[config.mk]
export PLATFORM = sky130hd
export DESIGN_NAME = multi_port_switch_state_machine_flat
export DESIGN_NICKNAME = d
export VERILOG_FILES = /design/src/rtl/multi_port_switch_state_machine_if.sv /design/src/rtl/multi_port_switch_state_machine.sv /design/src/flat_wrapper.sv
export SDC_FILE = /design/constraint.sdc
export NUM_CORES = 1
export LEC_CHECK = 0
export CELL_PAD_IN_SITES_DETAIL_PLACEMENT = 1
export CELL_PAD_IN_SITES_GLOBAL_PLACEMENT = 2
export CORE_MARGIN = 1
export CORE_UTILIZATION = 17
export DETAILED_ROUTE_END_ITERATION = 10
export GPL_TIMING_DRIVEN = 1
export PLACE_DENSITY_LB_ADDON = 0.1
export SYNTH_ARGS = -nofsm -noshare
export SYNTH_HDL_FRONTEND = slang
export SYNTH_SLANG_ARGS = --single-unit
[constraint.sdc]
create_clock -name dsp_user_clk -period 3.5 [get_ports dsp_user_clk]
set_clock_uncertainty 0.1 [all_clocks]
set_input_delay 0.35 -clock dsp_user_clk [delete_from_list [all_inputs] [get_ports dsp_user_clk]]
set_output_delay 0.35 -clock dsp_user_clk [all_outputs]
set_load 0.02 [all_outputs]
[src/rtl/multi_port_switch_state_machine_if.sv]
// multi_port_switch_state_machine_if: cfg routing bundle; master = request source and port models, slave = switch FSM
interface multi_port_switch_state_machine_if #(
  parameter int NUM_DSP = 2,
  parameter int SEL_W   = 4
);
  logic                   usp_user_reset_dsp_domain;
  logic                   usp_bus_num_rdy;
  logic [SEL_W-1:0]       routing_select;
  logic                   routing_unsupported_req;
  logic [3:0]             routing_req_type;
  logic                   dsp_m_axis_rc_tready_combined;
  logic [9:0]             rq_cfg_mgmt_addr;
  logic [15:0]            rq_cfg_mgmt_function_number;
  logic                   rq_cfg_mgmt_write;
  logic [31:0]            rq_cfg_mgmt_write_data;
  logic [3:0]             rq_cfg_mgmt_byte_enable;
  logic                   rq_cfg_mgmt_read;
  logic                   rq_cfg_mgmt_debug_access;
  logic [NUM_DSP*10-1:0]  cfg_mgmt_addr;
  logic [NUM_DSP*16-1:0]  cfg_mgmt_function_number;
  logic [NUM_DSP-1:0]     cfg_mgmt_write;
  logic [NUM_DSP*32-1:0]  cfg_mgmt_write_data;
  logic [NUM_DSP*4-1:0]   cfg_mgmt_byte_enable;
  logic [NUM_DSP-1:0]     cfg_mgmt_read;
  logic [NUM_DSP-1:0]     cfg_mgmt_debug_access;
  logic [NUM_DSP*32-1:0]  cfg_mgmt_read_data;
  logic [NUM_DSP-1:0]     cfg_mgmt_read_write_done;
  logic [31:0]            cpl_data_DW_cfgrd_t1;
  logic                   cpl_timeout;
  logic [2:0]             cpl_port;
  logic                   switch_usp_cq_accept;
  logic                   switch_dsp_rc_accept;
  logic                   switch_send_cfg_completion;
  modport master (
    output usp_user_reset_dsp_domain, usp_bus_num_rdy, routing_select, routing_unsupported_req,
           routing_req_type, dsp_m_axis_rc_tready_combined, rq_cfg_mgmt_addr,
           rq_cfg_mgmt_function_number, rq_cfg_mgmt_write, rq_cfg_mgmt_write_data,
           rq_cfg_mgmt_byte_enable, rq_cfg_mgmt_read, rq_cfg_mgmt_debug_access,
           cfg_mgmt_read_data, cfg_mgmt_read_write_done,
    input  cfg_mgmt_addr, cfg_mgmt_function_number, cfg_mgmt_write, cfg_mgmt_write_data,
           cfg_mgmt_byte_enable, cfg_mgmt_read, cfg_mgmt_debug_access, cpl_data_DW_cfgrd_t1,
           cpl_timeout, cpl_port, switch_usp_cq_accept, switch_dsp_rc_accept,
           switch_send_cfg_completion
  );
  modport slave (
    input  usp_user_reset_dsp_domain, usp_bus_num_rdy, routing_select, routing_unsupported_req,
           routing_req_type, dsp_m_axis_rc_tready_combined, rq_cfg_mgmt_addr,
           rq_cfg_mgmt_function_number, rq_cfg_mgmt_write, rq_cfg_mgmt_write_data,
           rq_cfg_mgmt_byte_enable, rq_cfg_mgmt_read, rq_cfg_mgmt_debug_access,
           cfg_mgmt_read_data, cfg_mgmt_read_write_done,
    output cfg_mgmt_addr, cfg_mgmt_function_number, cfg_mgmt_write, cfg_mgmt_write_data,
           cfg_mgmt_byte_enable, cfg_mgmt_read, cfg_mgmt_debug_access, cpl_data_DW_cfgrd_t1,
           cpl_timeout, cpl_port, switch_usp_cq_accept, switch_dsp_rc_accept,
           switch_send_cfg_completion
  );
endinterface

[src/rtl/multi_port_switch_state_machine.sv]
// multi_port_switch_state_machine: routes a cfg request to one of NUM_DSP cfg_mgmt ports with timeout; ports: dsp_user_clk, sys_reset_n, bus (slave modport)
module multi_port_switch_state_machine #(
  parameter int NUM_DSP     = 2,
  parameter int SEL_W       = 4,
  parameter int TIMEOUT_CYC = 1023
) (
  input  logic                                dsp_user_clk,
  input  logic                                sys_reset_n,
  multi_port_switch_state_machine_if.slave    bus
);
  localparam int TW = $clog2(TIMEOUT_CYC + 1);
  typedef enum logic [1:0] {IDLE, SWITCHING, WAIT_CFG_DATA} state_t;
  state_t          r_state;
  logic [2:0]      r_tgt;
  logic [2:0]      r_cpl_port;
  logic            r_cpl_unsent;
  logic            r_cpl_timeout;
  logic [31:0]     r_cpl_data;
  logic [TW-1:0]   r_tmo_cnt;
  logic            w_sw;
  logic            w_wait;
  logic            w_tready;
  logic            w_start;
  logic            w_done_sel;
  logic            w_done;
  logic            w_tmo;
  logic            w_unsup_send;
  logic            w_cpl_unsent_nxt;
  logic [31:0]     w_rd_sel;
  assign w_sw     = r_state == SWITCHING;
  assign w_wait   = r_state == WAIT_CFG_DATA;
  assign w_tready = bus.dsp_m_axis_rc_tready_combined;
  assign w_start  = w_sw && bus.routing_select != '0 && bus.routing_select <= SEL_W'(NUM_DSP) &&
                    !r_cpl_unsent && !bus.routing_unsupported_req;
  assign w_done   = w_wait && w_done_sel;
  assign w_tmo    = w_wait && !w_done_sel && r_tmo_cnt == TW'(TIMEOUT_CYC - 1);
  assign w_unsup_send = bus.routing_unsupported_req && bus.routing_req_type != 4'b0001 &&
                        bus.routing_req_type <= 4'b1011;
  assign w_cpl_unsent_nxt = bus.usp_user_reset_dsp_domain ? 1'b0 :
                            w_start ? 1'b1 :
                            (w_sw && w_tready) ? 1'b0 : r_cpl_unsent;
  assign bus.switch_usp_cq_accept       = ~w_cpl_unsent_nxt;
  assign bus.switch_dsp_rc_accept       = w_sw ? (~r_cpl_unsent & w_tready) : w_tready;
  assign bus.switch_send_cfg_completion = w_sw & ((r_cpl_unsent & w_tready) | w_unsup_send);
  assign bus.cpl_data_DW_cfgrd_t1       = r_cpl_data;
  assign bus.cpl_timeout                = r_cpl_timeout;
  assign bus.cpl_port                   = r_cpl_port;
  always_comb begin
    w_rd_sel = '0;
    w_done_sel = 1'b0;
    bus.cfg_mgmt_addr = '0;
    bus.cfg_mgmt_function_number = '0;
    bus.cfg_mgmt_write = '0;
    bus.cfg_mgmt_write_data = '0;
    bus.cfg_mgmt_byte_enable = '0;
    bus.cfg_mgmt_read = '0;
    bus.cfg_mgmt_debug_access = '0;
    for (int p = 0; p < NUM_DSP; p++) begin
      if (r_tgt == 3'(p)) begin
        w_rd_sel = bus.cfg_mgmt_read_data[p*32 +: 32];
        w_done_sel = bus.cfg_mgmt_read_write_done[p];
      end
      if (w_wait && r_tgt == 3'(p)) begin
        bus.cfg_mgmt_addr[p*10 +: 10] = bus.rq_cfg_mgmt_addr;
        bus.cfg_mgmt_function_number[p*16 +: 16] = bus.rq_cfg_mgmt_function_number;
        bus.cfg_mgmt_write[p] = bus.rq_cfg_mgmt_write;
        bus.cfg_mgmt_write_data[p*32 +: 32] = bus.rq_cfg_mgmt_write_data;
        bus.cfg_mgmt_byte_enable[p*4 +: 4] = bus.rq_cfg_mgmt_byte_enable;
        bus.cfg_mgmt_read[p] = bus.rq_cfg_mgmt_read;
        bus.cfg_mgmt_debug_access[p] = bus.rq_cfg_mgmt_debug_access;
      end
    end
  end
  always_ff @(posedge dsp_user_clk or negedge sys_reset_n) begin
    if (!sys_reset_n) begin
      r_state <= IDLE;
      r_tgt <= '0;
      r_cpl_unsent <= 1'b0;
      r_cpl_data <= '0;
      r_cpl_timeout <= 1'b0;
      r_cpl_port <= '0;
      r_tmo_cnt <= '0;
    end else if (bus.usp_user_reset_dsp_domain) begin
      r_state <= IDLE;
      r_tgt <= '0;
      r_cpl_unsent <= 1'b0;
      r_cpl_data <= '0;
      r_cpl_timeout <= 1'b0;
      r_cpl_port <= '0;
      r_tmo_cnt <= '0;
    end else begin
      r_cpl_unsent <= w_cpl_unsent_nxt;
      case (r_state)
        IDLE: if (bus.usp_bus_num_rdy) r_state <= SWITCHING;
        SWITCHING:
          if (w_start) begin
            r_state <= WAIT_CFG_DATA;
            r_tgt <= 3'(bus.routing_select - SEL_W'(1));
            r_tmo_cnt <= '0;
          end else if (r_cpl_unsent && !w_tready) r_cpl_data <= '0;
        WAIT_CFG_DATA:
          if (w_done || w_tmo) begin
            r_state <= SWITCHING;
            r_cpl_data <= w_done ? w_rd_sel : 32'hFFFF_FFFF;
            r_cpl_timeout <= !w_done;
            r_cpl_port <= r_tgt;
          end else r_tmo_cnt <= r_tmo_cnt + TW'(1);
        default: r_state <= IDLE;
      endcase
    end
  end
endmodule

[src/flat_wrapper.sv]
// flat-port wrapper written by rule: the top's interface ports become plain ports
module multi_port_switch_state_machine_flat 
#(
  parameter int NUM_DSP     = 2,
  parameter int SEL_W       = 4,
  parameter int TIMEOUT_CYC = 1023
)
  (dsp_user_clk, sys_reset_n, bus_usp_user_reset_dsp_domain, bus_usp_bus_num_rdy, bus_routing_select, bus_routing_unsupported_req, bus_routing_req_type, bus_dsp_m_axis_rc_tready_combined, bus_rq_cfg_mgmt_addr, bus_rq_cfg_mgmt_function_number, bus_rq_cfg_mgmt_write, bus_rq_cfg_mgmt_write_data, bus_rq_cfg_mgmt_byte_enable, bus_rq_cfg_mgmt_read, bus_rq_cfg_mgmt_debug_access, bus_cfg_mgmt_read_data, bus_cfg_mgmt_read_write_done, bus_cfg_mgmt_addr, bus_cfg_mgmt_function_number, bus_cfg_mgmt_write, bus_cfg_mgmt_write_data, bus_cfg_mgmt_byte_enable, bus_cfg_mgmt_read, bus_cfg_mgmt_debug_access, bus_cpl_data_DW_cfgrd_t1, bus_cpl_timeout, bus_cpl_port, bus_switch_usp_cq_accept, bus_switch_dsp_rc_accept, bus_switch_send_cfg_completion);
  multi_port_switch_state_machine_if #(.NUM_DSP(NUM_DSP), .SEL_W(SEL_W)) bus_i ();
  input  logic dsp_user_clk;
  input  logic sys_reset_n;
  input wire logic [$bits(bus_i.usp_user_reset_dsp_domain)-1:0] bus_usp_user_reset_dsp_domain;
  input wire logic [$bits(bus_i.usp_bus_num_rdy)-1:0] bus_usp_bus_num_rdy;
  input wire logic [$bits(bus_i.routing_select)-1:0] bus_routing_select;
  input wire logic [$bits(bus_i.routing_unsupported_req)-1:0] bus_routing_unsupported_req;
  input wire logic [$bits(bus_i.routing_req_type)-1:0] bus_routing_req_type;
  input wire logic [$bits(bus_i.dsp_m_axis_rc_tready_combined)-1:0] bus_dsp_m_axis_rc_tready_combined;
  input wire logic [$bits(bus_i.rq_cfg_mgmt_addr)-1:0] bus_rq_cfg_mgmt_addr;
  input wire logic [$bits(bus_i.rq_cfg_mgmt_function_number)-1:0] bus_rq_cfg_mgmt_function_number;
  input wire logic [$bits(bus_i.rq_cfg_mgmt_write)-1:0] bus_rq_cfg_mgmt_write;
  input wire logic [$bits(bus_i.rq_cfg_mgmt_write_data)-1:0] bus_rq_cfg_mgmt_write_data;
  input wire logic [$bits(bus_i.rq_cfg_mgmt_byte_enable)-1:0] bus_rq_cfg_mgmt_byte_enable;
  input wire logic [$bits(bus_i.rq_cfg_mgmt_read)-1:0] bus_rq_cfg_mgmt_read;
  input wire logic [$bits(bus_i.rq_cfg_mgmt_debug_access)-1:0] bus_rq_cfg_mgmt_debug_access;
  input wire logic [$bits(bus_i.cfg_mgmt_read_data)-1:0] bus_cfg_mgmt_read_data;
  input wire logic [$bits(bus_i.cfg_mgmt_read_write_done)-1:0] bus_cfg_mgmt_read_write_done;
  output wire logic [$bits(bus_i.cfg_mgmt_addr)-1:0] bus_cfg_mgmt_addr;
  output wire logic [$bits(bus_i.cfg_mgmt_function_number)-1:0] bus_cfg_mgmt_function_number;
  output wire logic [$bits(bus_i.cfg_mgmt_write)-1:0] bus_cfg_mgmt_write;
  output wire logic [$bits(bus_i.cfg_mgmt_write_data)-1:0] bus_cfg_mgmt_write_data;
  output wire logic [$bits(bus_i.cfg_mgmt_byte_enable)-1:0] bus_cfg_mgmt_byte_enable;
  output wire logic [$bits(bus_i.cfg_mgmt_read)-1:0] bus_cfg_mgmt_read;
  output wire logic [$bits(bus_i.cfg_mgmt_debug_access)-1:0] bus_cfg_mgmt_debug_access;
  output wire logic [$bits(bus_i.cpl_data_DW_cfgrd_t1)-1:0] bus_cpl_data_DW_cfgrd_t1;
  output wire logic [$bits(bus_i.cpl_timeout)-1:0] bus_cpl_timeout;
  output wire logic [$bits(bus_i.cpl_port)-1:0] bus_cpl_port;
  output wire logic [$bits(bus_i.switch_usp_cq_accept)-1:0] bus_switch_usp_cq_accept;
  output wire logic [$bits(bus_i.switch_dsp_rc_accept)-1:0] bus_switch_dsp_rc_accept;
  output wire logic [$bits(bus_i.switch_send_cfg_completion)-1:0] bus_switch_send_cfg_completion;
  assign bus_i.usp_user_reset_dsp_domain = bus_usp_user_reset_dsp_domain;
  assign bus_i.usp_bus_num_rdy = bus_usp_bus_num_rdy;
  assign bus_i.routing_select = bus_routing_select;
  assign bus_i.routing_unsupported_req = bus_routing_unsupported_req;
  assign bus_i.routing_req_type = bus_routing_req_type;
  assign bus_i.dsp_m_axis_rc_tready_combined = bus_dsp_m_axis_rc_tready_combined;
  assign bus_i.rq_cfg_mgmt_addr = bus_rq_cfg_mgmt_addr;
  assign bus_i.rq_cfg_mgmt_function_number = bus_rq_cfg_mgmt_function_number;
  assign bus_i.rq_cfg_mgmt_write = bus_rq_cfg_mgmt_write;
  assign bus_i.rq_cfg_mgmt_write_data = bus_rq_cfg_mgmt_write_data;
  assign bus_i.rq_cfg_mgmt_byte_enable = bus_rq_cfg_mgmt_byte_enable;
  assign bus_i.rq_cfg_mgmt_read = bus_rq_cfg_mgmt_read;
  assign bus_i.rq_cfg_mgmt_debug_access = bus_rq_cfg_mgmt_debug_access;
  assign bus_i.cfg_mgmt_read_data = bus_cfg_mgmt_read_data;
  assign bus_i.cfg_mgmt_read_write_done = bus_cfg_mgmt_read_write_done;
  assign bus_cfg_mgmt_addr = bus_i.cfg_mgmt_addr;
  assign bus_cfg_mgmt_function_number = bus_i.cfg_mgmt_function_number;
  assign bus_cfg_mgmt_write = bus_i.cfg_mgmt_write;
  assign bus_cfg_mgmt_write_data = bus_i.cfg_mgmt_write_data;
  assign bus_cfg_mgmt_byte_enable = bus_i.cfg_mgmt_byte_enable;
  assign bus_cfg_mgmt_read = bus_i.cfg_mgmt_read;
  assign bus_cfg_mgmt_debug_access = bus_i.cfg_mgmt_debug_access;
  assign bus_cpl_data_DW_cfgrd_t1 = bus_i.cpl_data_DW_cfgrd_t1;
  assign bus_cpl_timeout = bus_i.cpl_timeout;
  assign bus_cpl_port = bus_i.cpl_port;
  assign bus_switch_usp_cq_accept = bus_i.switch_usp_cq_accept;
  assign bus_switch_dsp_rc_accept = bus_i.switch_dsp_rc_accept;
  assign bus_switch_send_cfg_completion = bus_i.switch_send_cfg_completion;
  multi_port_switch_state_machine #(.NUM_DSP(NUM_DSP), .SEL_W(SEL_W), .TIMEOUT_CYC(TIMEOUT_CYC)) u_core (.dsp_user_clk(dsp_user_clk), .sys_reset_n(sys_reset_n), .bus(bus_i));
endmodule
==> run metrics, run 1 <==
status complete, no violations; FMAX around 320 MHz; Clock Tree Buf Depth 2; initial antenna violation count 2; # Max-Cap Violations 0; Initial Utilization between 15 and 20%; Tightest Hold Check Type in2async; Die ar. around 22,000 um2; WS Path Type in2out; syn nets between 500 and 600; pre-CTS setup slack 0.332 ns; Leak between 2 and 3 nW; Synth cell types 51; Comb pwr share between 10% and 20%; number of global-route vias before repair between 4,000 and 5,000; prevailing post-synth register cell dfrtp_1; net switching share of the total power approximately a quarter; cells after synthesis roughly 430; # fillers about 2,400; slew margin rel. 34.0%; DRT met1 WL approximately 7500 um; Worst VDD drop approximately 0.15 mV; sw power between 0.3 and 0.4 mW; Setup TNS 0 ns; Ys Warns 0; post-synth top area share between 30% and 40%; Synth area leaders dfrtp_1 (35%), and2_1 (22%), a221oi_1 (7.6%); Reg area around 1300 um2; Seq pwr share ~44%; DR top layer met4; Int Pwr 1.04 mW; PortBufs 313; leading area contributor after synthesis dfrtp_1; Root Driver clkbuf_16; fin. max-slew vios 0; total track usage roughly 17%; met2 wire len 9780 um; CTS Sinks 52; I/O pin total approximately 310; first-pass GRT wire length 28,200 um; die height between 100 and 150 um; most frequent cells in the layout clkdlybuf4s50_1 (311), and2_1 (131), dfrtp_1 (52), nand2_1 (37), a211oi_1 (34); Avg Inst Size Synth between 8 and 9 um2; Setup-failing EPs final 0; Die X ~150 um; post-synthesis async set-or-reset flop share 100%; Tot Pwr ~1.4 mW; FF+latch count, synth 52; number of detailed-route iterations in the first pass 4; post-CTS sizing 0; dpl hpwl ~15,000 um; Vias about 4,400; RSZ-0062 raised after global routing no; initial drt markers between 90 and 100; grt total ovfl 0; clock power share approximately 36%; DRC errors left 0; Layout area overhead 96.1%; worst-margin pin slew 0.989 ns; R2R setup slack about 1.1 ns; DR vias/cell approximately 4.4; period utilization between 80% and 90%; # Post-CTS Setup Buffers 0; Mapped Area approximately 3700 um2; Worst EP arrival ~2.7 ns; total core area 21,200 um2; multi-input logic area 2200 um2; CTS tree done; commonest non-fill, non-tap cell in the layout clkdlybuf4s50_1; minimum clock period around 3.1 ns; number of synthesized flops with an enable pin 0; Pwr Density between 150 and 200 nW/um2; Final Hold Vio Count 0; global placement routability congestion ~0.76; Non-Filler Instances between 900 and 1,000; CP required between 3 and 4 ns; post-synthesis sequential area ratio 35.3%; crit-path max FO 4; crit end category output port; ratio of cells with drive above 1 in the final layout roughly 4.6%; met3 wire len between 1500 and 2000 um; Setup WS post-layout roughly 0.37 ns; CTS H-tree lvls 2; Row Count between 50 and 60; drt wl/cell 19.2 um; Reg clk slew, reported paths around 0.070 ns; placed cells 987; hold_buf cts 0; largest net degree at the start of global routing between 60 and 70; startpoint types input port; insertion delay to the later sink of the worst-skew pair 0.30 ns; Final nets slightly below 900; CTS buffer count 5; final wirelength roughly 19,000 um; Post-DRT Antenna Nets 0
-- through the flow --
step                      utilization (%)  hold slack [ns]  cell area (um2)
final                                34.1           0.0713             7220
after global routing                 34.1            0.133             7220
after CTS                            34.1            0.108             7220
after detailed placement             33.4            0.424             7070
after global placement               33.4            0.416             7070
after floorplan                         -          -0.0456             3680
-- cell families (layout without fill, tap and decap cells) --
logic type | after synthesis | after routing | synth area share, %
compound gates | 98 | 98 | 21.7
xor+xnor | 1 | 1 | 0.238
fa+ha+maj | 5 | 5 | 1.70
buf+inv | 46 | 338 | 5.33
flops | 52 | 52 | 35.3
mux | 2 | 2 | 0.578
other cells | 0 | 2 | 0
simple gates | 224 | 224 | 35.1
-- synthesized netlist by cell type (2+ instances only) --
cell type / n
nand4_1: 2
nand2_1: 37
or3_1: 3
nor2b_1: 3
nor3_1: 8
or4_1: 2
a21o_1: 4
inv_1: 8
dfrtp_1: 52
nand3_1: 8
buf_6: 3
o21ai_0: 3
and2_1: 131
a21bo_2: 2
clkbuf_1: 34
nor2_1: 12
a211o_1: 2
a21oi_1: 8
nor4_1: 3
a221oi_1: 32
ha_1: 5
a211oi_1: 34
and3_1: 4
-- worst max-delay path: stages --
cell and delay [ns]:
clkdlybuf4s50_1 0.45, inv_1 0.08, ha_1 0.20, or3_1 0.44, or3_1 0.39, a21o_1 0.19, clkdlybuf4s50_1 0.58
-- registers in the layout, indices dropped and copies added, names as in the netlist --
register / flops
u_core.r_state: 2
u_core.r_tmo_cnt: 10
u_core.bus.cpl_port: 3
u_core.r_cpl_unsent: 1
u_core.r_tgt: 3
u_core.bus.cpl_timeout: 1
u_core.bus.cpl_data_DW_cfgrd_t1: 32
-- final timing paths --
kind / endpoint / startpoint / cells after the start
worst max-delay path: bus_switch_usp_cq_accept / bus_routing_select[0] / 7
worst min-delay path: u_core.bus.cpl_data_DW_cfgrd_t1[12] / sys_reset_n / 1
worst max register to register: u_core.bus.cpl_data_DW_cfgrd_t1[21] / u_core.r_tmo_cnt[0] / 7
worst min register to register: u_core.bus.cpl_data_DW_cfgrd_t1[5] / u_core.bus.cpl_data_DW_cfgrd_t1[5] / 2
max in group asynchronous: u_core.bus.cpl_data_DW_cfgrd_t1[4] / sys_reset_n / 2
min in group dsp_user_clk: u_core.bus.cpl_data_DW_cfgrd_t1[5] / u_core.bus.cpl_data_DW_cfgrd_t1[5] / 2
-- power groups by stage --
stage / clock [mW] / combinational [mW] / sequential (mW)
floorplan: 0 / 0.0505 / 0.623
global placement: 0 / 0.266 / 0.621
detailed placement: 0 / 0.269 / 0.621
CTS: 0.523 / 0.270 / 0.609
global route: 0.541 / 0.286 / 0.610
finish: 0.499 / 0.265 / 0.609
-- per-layer routing --
layer / track usage [%] / vias up
li1: - / 2095
met1: 19.1 / 2105
met2: 29.9 / 195
met3: 4.80 / 11
met4: 5.26 / 0
met5: 0 / -
-- layout make-up --
class,instances,area share (%)
inverters,8,0.416
clock buffers,6,1.78
repair buffers,322,44.2
flip-flops and latches,52,18.0
multi-input cells,330,30.5
well taps,275,4.77
diodes,2,0.0693
clock inverters,2,0.225
Note: power is estimated with default switching activity, not from simulation.
==> run 2, diff against run 1 <==
Settings changed: SLEW_MARGIN from default to 20.
==> results of run 2 <==
No change in the layout: final DEF, timing and power equal those of run 1.
==> run 3, diff against run 2 <==
Settings changed: CTS_CLUSTER_SIZE from default to 25.
==> results of run 3 <==
No change in the layout: final DEF, timing and power equal those of run 1.
